$ cat src/rtl/chase_servo.sv
// Pan-servo driver: debounces per-frame left/right detections, commits a tracking direction,
// and slews a hobby-servo pulse width toward the dot, sweeping to search when it is lost.
module chase_servo #(
    parameter int unsigned PERIOD_CYCLES = 1966080,
    parameter int unsigned MIN_WIDTH     = 98304,
    parameter int unsigned MAX_WIDTH     = 196608,
    parameter int unsigned STEP          = 983,
    parameter int unsigned DEBOUNCE      = 3,
    parameter int unsigned LOST_SAMPLES  = 8,
    localparam int unsigned W            = $clog2(PERIOD_CYCLES + 1)
) (
    input  logic         clk_in,
    input  logic         rst_in,
    input  logic [1:0]   detected_in,
    input  logic         sample_in,
    output logic         servo_pwm_out,
    output logic [W-1:0] position_out,
    output logic [1:0]   state_out
);

    localparam int unsigned W1 = W + 1;
    localparam int unsigned CW = $clog2(DEBOUNCE + 1);
    localparam int unsigned LW = $clog2(LOST_SAMPLES + 1);

    localparam logic [W-1:0]  PEND   = W'(PERIOD_CYCLES - 1);
    localparam logic [W-1:0]  MIN_P  = W'(MIN_WIDTH);
    localparam logic [W-1:0]  MAX_P  = W'(MAX_WIDTH);
    localparam logic [W-1:0]  RST_P  = W'((MIN_WIDTH + MAX_WIDTH) / 2);
    localparam logic [W:0]    MIN_X  = W1'(MIN_WIDTH);
    localparam logic [W:0]    MAX_X  = W1'(MAX_WIDTH);
    localparam logic [W:0]    STEP_X = W1'(STEP);
    localparam logic [CW-1:0] DB     = CW'(DEBOUNCE);
    localparam logic [LW-1:0] LS     = LW'(LOST_SAMPLES);

    localparam logic [1:0] CLS_N = 2'b00;
    localparam logic [1:0] CLS_R = 2'b01;
    localparam logic [1:0] CLS_L = 2'b10;
    localparam logic [1:0] CLS_C = 2'b11;

    typedef enum logic [1:0] {
        StHold   = 2'd0,
        StLeft   = 2'd1,
        StRight  = 2'd2,
        StSearch = 2'd3
    } state_e;

    state_e        state_q, state_d;
    logic [1:0]    cand_q, cand_d;
    logic [CW-1:0] cnt_q, cnt_d;
    logic [LW-1:0] lost_q, lost_d;
    logic [W-1:0]  pos_q, pos_d;
    logic [W-1:0]  pcnt_q, pcnt_d;
    logic [W-1:0]  act_q, act_d;
    logic          pwm_q, pwm_d;
    logic          sweep_q, sweep_d;

    logic [W:0]    pos_x, up_sum, dn_diff;
    logic [W-1:0]  up_pos, dn_pos;
    logic          commit;

    always_comb begin
        state_d = state_q;
        cand_d  = cand_q;
        cnt_d   = cnt_q;
        lost_d  = lost_q;
        pos_d   = pos_q;
        sweep_d = sweep_q;
        commit  = 1'b0;

        pcnt_d = (pcnt_q == PEND) ? '0 : pcnt_q + 1'b1;
        act_d  = (pcnt_q == '0) ? pos_q : act_q;
        pwm_d  = (pcnt_q < act_q);

        // Extended-width slew candidates; clamping happens before truncation.
        pos_x   = {1'b0, pos_q};
        up_sum  = pos_x + STEP_X;
        dn_diff = pos_x - STEP_X;
        up_pos  = (up_sum >= MAX_X) ? MAX_P : up_sum[W-1:0];
        dn_pos  = (pos_x <= MIN_X + STEP_X) ? MIN_P : dn_diff[W-1:0];

        if (sample_in) begin
            if (detected_in == cand_q) begin
                if (cnt_q != DB) cnt_d = cnt_q + 1'b1;
            end else begin
                cand_d = detected_in;
                cnt_d  = CW'(1);
            end
            // Only the transition into DB commits; a saturated run of the same class does not.
            commit = (cnt_d == DB) && ((cnt_q != DB) || (detected_in != cand_q));

            if (detected_in == CLS_N) begin
                if (lost_q != LS) lost_d = lost_q + 1'b1;
                if ((lost_d == LS) && (lost_q != LS)) state_d = StSearch;
            end else begin
                lost_d = '0;
                if (commit) begin
                    unique case (detected_in)
                        CLS_L:   state_d = StLeft;
                        CLS_R:   state_d = StRight;
                        CLS_C:   state_d = StHold;
                        default: state_d = state_q;
                    endcase
                end
            end
        end

        if (pcnt_q == PEND) begin
            unique case (state_q)
                StLeft:  pos_d = up_pos;
                StRight: pos_d = dn_pos;
                StSearch: begin
                    if (sweep_q) begin
                        pos_d = up_pos;
                        if (up_pos == MAX_P) sweep_d = 1'b0;
                    end else begin
                        pos_d = dn_pos;
                        if (dn_pos == MIN_P) sweep_d = 1'b1;
                    end
                end
                default: pos_d = pos_q;
            endcase
        end
    end

    always_ff @(posedge clk_in) begin
        if (rst_in) begin
            state_q <= StHold;
            cand_q  <= CLS_N;
            cnt_q   <= '0;
            lost_q  <= '0;
            pos_q   <= RST_P;
            pcnt_q  <= '0;
            act_q   <= '0;
            pwm_q   <= 1'b0;
            sweep_q <= 1'b1;
        end else begin
            state_q <= state_d;
            cand_q  <= cand_d;
            cnt_q   <= cnt_d;
            lost_q  <= lost_d;
            pos_q   <= pos_d;
            pcnt_q  <= pcnt_d;
            act_q   <= act_d;
            pwm_q   <= pwm_d;
            sweep_q <= sweep_d;
        end
    end

    assign servo_pwm_out = pwm_q;
    assign position_out  = pos_q;
    assign state_out     = state_q;

endmodule

$ cat config.mk
export PLATFORM = sky130hd
export DESIGN_NAME = chase_servo
export DESIGN_NICKNAME = d
export VERILOG_FILES = /design/src/rtl/chase_servo.sv
export SDC_FILE = /design/constraint.sdc
export NUM_CORES = 1
export LEC_CHECK = 0
export ABC_CLOCK_PERIOD_IN_PS = 2820
export BUFFER_PORTS_ARGS = -buffer_cell sky130_fd_sc_hd__buf_2
export CORE_MARGIN = 2
export CORE_UTILIZATION = 30
export DETAILED_ROUTE_END_ITERATION = 8
export PLACE_DENSITY = 0.5
export SKIP_LAST_GASP = 1
export SLEW_MARGIN = 25
export SYNTH_ARGS = -nofsm -noshare
export SYNTH_HDL_FRONTEND = slang
export SYNTH_SLANG_ARGS = --single-unit
$ cat constraint.sdc
create_clock -name clk_in -period 2.82 [get_ports clk_in]
set_input_delay 0.564 -clock clk_in [delete_from_list [all_inputs] [get_ports clk_in]]
set_output_delay 0.564 -clock clk_in [all_outputs]
set_load 0.02 [all_outputs]
==> results of run 1 <==
## routing by layer
layer | global-route usage | wire length, µm
met1 | 0.224 | 7000
met3 | 0.0502 | 908
met2 | 0.279 | 6890
met5 | 0 | 0
met4 | 0.0757 | 493
## timing repair
action	in CTS	in global routing
buffers inserted	0	0
setup endpoints to repair	0	3
hold buffers	0	0
resized for setup	0	3
## how the worst max path moves through the flow
stage | endpoint | slack (ns)
6_report | position_out[2] | 0.21
5_1_grt | position_out[6] | 0.06
4_1_cts | position_out[12] | 0.08
3_5_place_dp | position_out[12] | 0.08
3_3_place_gp | position_out[12] | 0.19
2_1_floorplan | position_out[13] | 0.16
## worst min-delay path, cell delays in order (launching register included)
cell and delay, ns:
dfxtp_1 0.32, mux2i_1 0.06, nor2_1 0.07
## synthesized netlist by cell type (16+ instances only)
cell	count	area, µm²
nor2_1	83	312
dfxtp_1	75	1500
nand2_1	41	154
inv_1	36	135
a21oi_1	32	160
ha_1	29	363
o21ai_0	28	140
mux2i_1	26	260
nand3_1	26	130
clkbuf_1	21	78.8
nor3_1	19	95.1
nand4_1	18	113
xor2_1	16	140
## cell families (layout without fill, tap and decap cells)
| group | Yosys count | after routing | synth area share |
|---|---|---|---|
| xor gates and xnor gates | 30 | 30 | 0.0524 |
| muxes | 26 | 26 | 0.0519 |
| adders and majority gates | 29 | 29 | 0.0724 |
| AOI/OAI and AO/OA | 140 | 140 | 0.185 |
| DFF | 75 | 75 | 0.300 |
| buffers and inverters | 76 | 125 | 0.0657 |
| and+or+nand+nor | 263 | 263 | 0.273 |
## sequential cells by signal (all words and copies together) (netlist names)
register / flops
lost_q: 4
cnt_q: 2
position_out: 21
pcnt_q: 21
cand_q: 2
act_q: 21
sweep_q: 1
state_out: 2
servo_pwm_out: 1
## cell type report
class / instances / area [µm²]
fill: 1747 / 10600
timing repair buffer: 75 / 493
clock inverter: 2 / 60.1
clock buffer: 12 / 256
multi-input combinational: 488 / 3190
sequential: 75 / 1500
inverter: 36 / 135
tap: 220 / 275
## metrics by stage
stage,hold slack [ns],util
after floorplan,0.456,-
after global placement,0.482,0.339
after detailed placement,0.483,0.339
after CTS,0.498,0.359
after global routing,0.522,0.359
final,0.493,0.359
## cell usage in the layout, fill, tap and decap left out, types with 6 or more instances in the layout
cell type	count
dfxtp_1	75
nand2_1	41
ha_1	29
buf_4	47
clkbuf_16	9
a211oi_1	9
and3_1	11
nand3_1	26
nand4_1	18
nand2b_1	7
nor2_1	82
a31oi_1	14
xor2_1	16
buf_2	28
o21ai_0	28
mux2i_1	26
nor2b_1	7
and4_1	10
or3_1	6
inv_1	36
nor3_1	19
a21oi_1	31
xnor2_1	14
a21o_1	12
nor4_1	7
## report_power, final
| part | switching, W | internal (W) | total, W | leakage [nW] |
|---|---|---|---|---|
| combinational | 0.000114 | 0.0000789 | 0.000193 | 1.63 |
| clock | 0.000449 | 0.000814 | 0.00126 | 0.155 |
| sequential | 0.0000193 | 0.00108 | 0.00110 | 0.607 |
==> reports/qor.txt, run 1 <==
Status -> finished clean
Synth Net Count -> 673
FF+latch count, synth -> 75
Hold Path Origin -> act_q[4]
Crit Reg-Reg Endpoint -> position_out[2]
R2R depth -> 7
Post-route ant nets -> 0
Async SR Flop Fraction -> 0
Crit path largest cell delay -> 0.66 ns
Critical path origin -> position_out[4]
Initial antenna violation count -> 0
Setup TNS -> 0 ns
Reg2Reg Setup Slack -> 0.21 ns
Share of cells above drive strength 1 -> 0.148
TritonCTS clock tree -> built
Worst endpoint data arrival time -> 2.91 ns
Slew margin rel. -> 0.486
Vias per inst -> 5.45
# Max-Cap Violations -> 0
Final WL -> 15.3 mm
Hold path endpoint -> act_q[4]
Post-layout instance area -> 5910 µm²
Levels on crit path -> 7
Startpoint Class -> flop
Skew-Pair Late Insertion Delay -> 0.35 ns
Die Ht -> 133 µm
Setup repair after global routing missed its margin -> no
First-pass DRT Iterations -> 5
DP Area -> 5590 µm²
First-pass GRT wire length -> 24.9 mm
Initial drt markers -> 419
Global-route total usage across every layer -> 0.176
Crit path kind -> reg2reg
Total inserted antenna cells -> 0
Syn Area/Cell -> 7.84 µm²
Post-DP HPWL -> 11.4 mm
Synth unique cells -> 62
Crit path buf inv count -> 0
Hold Path Class -> reg2reg
# IOs -> 29
Syn Std Cell Area -> 5010 µm²
Routability cong. -> 0.903
Die Wd -> 133 µm
CP max-delay cell -> dfxtp_1
Minimum clock period -> 2.61 ns
R2r startpoint -> position_out[4]
Core footprint -> 16500 µm²
Max Freq -> 382 MHz
Final setup slack of the worst path -> 0.205 ns
Number of H-tree levels -> 3
CP endpoint kind -> flop
Fin. max-slew vios -> 0
Critical path's top delay family -> compound AO/OA/AOI/OAI gates
Cells after DPL -> 894
Total grt overflow -> 0
Register area share after synthesis -> 0.300
CTS Root Cell -> clkbuf_16
Via count of the first global-routing pass -> 4870
Layout net count -> 719
Max Clock Skew -> 0.00881 ns
Wire per inst -> 16.8 µm
Final setup viols -> 0
Clock-pin slew on the worst setup and hold paths -> 0.06 ns
Worst-path cell chain -> nand4_1 > a21o_1 > o211ai_4 > and2_4 > or2b_1 > a311oi_1 > a211o_1
Die area -> 17700 µm²
Peak supply drop -> 0.399 mV
Primary FF master, synth -> dfxtp_1
Lkg Pwr -> 2.39 nW
EDFF count, synth -> 0
Row count -> 47
CTS Buf Count -> 9
Power Dens Cells -> 432 nW/µm²
Data required, critical path -> 3.12 ns
Vias -> 4953
CP max FO -> 15
Synth Warn # -> 0
Starting Density -> 0.304
Post-route total power -> 0.00255 W
Worst slack at placement -> 0.0801 ns
Syn Inst Count -> 639
# DRC -> 0
Final hold violations -> 0
Final Cycle Share -> 0.927
Area growth syn-to-layout -> 18.1%
Hold Path Stages -> 2
PortBufs -> 28
Fin cells -> 908
Worst-margin pin slew -> 0.766 ns
Sink Count -> 75
Largest net degree at the start of global routing -> 42
CTS max path bufs -> 2
Note: power is estimated with default switching activity, not from simulation.
==> run 2: changes to the inputs <==
- CORE_UTILIZATION: 30 -> 35
- PLACE_DENSITY: 0.5 -> 0.56
==> run 2 against run 1 <==
- final area fell by 1.2%
- core utilization increased by 6.0 points
- non-clock buffer count decreased by 3
- final cell count is 4.5% lower
- sequential share of layout area up 0.30 points
- register-to-register slack got worse by 0.03 ns
- critical path depth increased by 1
- critical endpoint is now position_out[5]
- flip-flop and latch count unchanged
- clock skew barely moved
==> reports/qor.txt, run 2 (synthesis gave the netlist of run 1 again) <==
Post-CTS resize count -> 0
# Max-Cap Violations -> 0
Vias per inst -> 5.75
Fin. max-slew vios -> 0
CP endpoint kind -> flop
Hold_buf cts -> 0
Setup repair after global routing missed its margin -> no
TritonCTS clock tree -> built
Number of H-tree levels -> 3
Vias -> 4986
Die Wd -> 124 µm
Skew-Pair Late Insertion Delay -> 0.35 ns
Share of cells above drive strength 1 -> 0.146
Status -> finished clean
Initial drt markers -> 464
Most frequent cells in the layout -> nor2_1, dfxtp_1, buf_4
Row count -> 43
Global-route total usage across every layer -> 0.209
Core footprint -> 13900 µm²
Die Ht -> 124 µm
Initial antenna violation count -> 0
Wire per inst -> 17.9 µm
Max Clock Skew -> 0.00925 ns
Peak supply drop -> 0.345 mV
Final hold violations -> 0
Hold Path Class -> reg2reg
Post-DP HPWL -> 11.4 mm
Area growth syn-to-layout -> 16.7%
Minimum clock period -> 2.64 ns
Worst-margin pin slew -> 0.749 ns
# IOs -> 29
First-pass DRT Iterations -> 5
Startpoint Class -> flop
CP max FO -> 9
PortBufs -> 28
R2R depth -> 8
Worst hold slack -> 0.495 ns
Total grt overflow -> 0
# DRC -> 0
Final setup viols -> 0
Setup Buffers After CTS -> 0
Hold Path Stages -> 2
Lkg Pwr -> 2.38 nW
Most common cell after layout, fill and taps aside -> nor2_1
Power Dens Cells -> 442 nW/µm²
Via count of the first global-routing pass -> 4608
Slew margin rel. -> 0.497
Post-layout instance area -> 5850 µm²
Layout net count -> 716
Post-route ant nets -> 0
Worst endpoint data arrival time -> 2.90 ns
CTS Buf Count -> 9
Largest net degree at the start of global routing -> 27
Data required, critical path -> 3.08 ns
DP Area -> 5510 µm²
First-pass GRT wire length -> 24.5 mm
Sink Count -> 75
Filler cells -> 1412
Setup TNS -> 0 ns
Final WL -> 15.5 mm
FF/Latch Area -> 1500 µm²
Crit path kind -> reg2reg
CTS Root Cell -> clkbuf_16
Clock-pin slew on the worst setup and hold paths -> 0.06 ns
Routability cong. -> 0.947
CTS max path bufs -> 2
Die area -> 15300 µm²
Multi-input combinational cell area -> 3180 µm²
Starting Density -> 0.360
Total inserted antenna cells -> 0
Max Freq -> 378 MHz
Final Cycle Share -> 0.937
[run 2: critical path: stages, from the launching register on]
cell and delay [ns]:
dfxtp_1 0.56, and4_1 0.37, nand3_1 0.14, o311ai_1 0.34, nor4_2 0.11, buf_4 0.15
nor2_1 0.35, o311ai_0 0.23, a221oi_1 0.29
[run 2: routing by layer]
metal,global-route usage,routed length (µm)
met5,0,0
met4,0.0689,296
met3,0.0444,1040
met2,0.334,7140
met1,0.281,7020
[run 2: final timing paths]
kind         slack, ns         endpoint              from
min               0.49        act_q[12]         act_q[12]
min reg2reg       0.49        act_q[12]         act_q[12]
max reg2reg       0.18  position_out[5]  position_out[11]
max               0.18  position_out[5]  position_out[11]
[run 2: final cells by class]
| type | instances | area share |
|---|---|---|
| inverters | 36 | 0.0231 |
| clock inverters | 4 | 0.0124 |
| repair buffers | 72 | 0.0805 |
| clock buffers | 12 | 0.0439 |
| well taps | 180 | 0.0385 |
| multi-input cells | 488 | 0.545 |
| flip-flops and latches | 75 | 0.257 |
[run 2: stage by stage]
step	power (W)	utilization	setup WS [ns]	std cells
floorplan	0.00126	-	0.162	639
global placement	0.00131	0.396	0.0675	851
detailed placement	0.00132	0.396	0.0624	851
CTS	0.00260	0.419	0.0606	867
global route	0.00268	0.420	0.0192	867
finish	0.00258	0.420	0.176	867
[run 2: report_power, final]
group	total (W)	internal (W)	switching, W
combinational	0.000195	0.0000798	0.000115
sequential	0.00110	0.00108	0.0000195
clock	0.00129	0.000822	0.000468
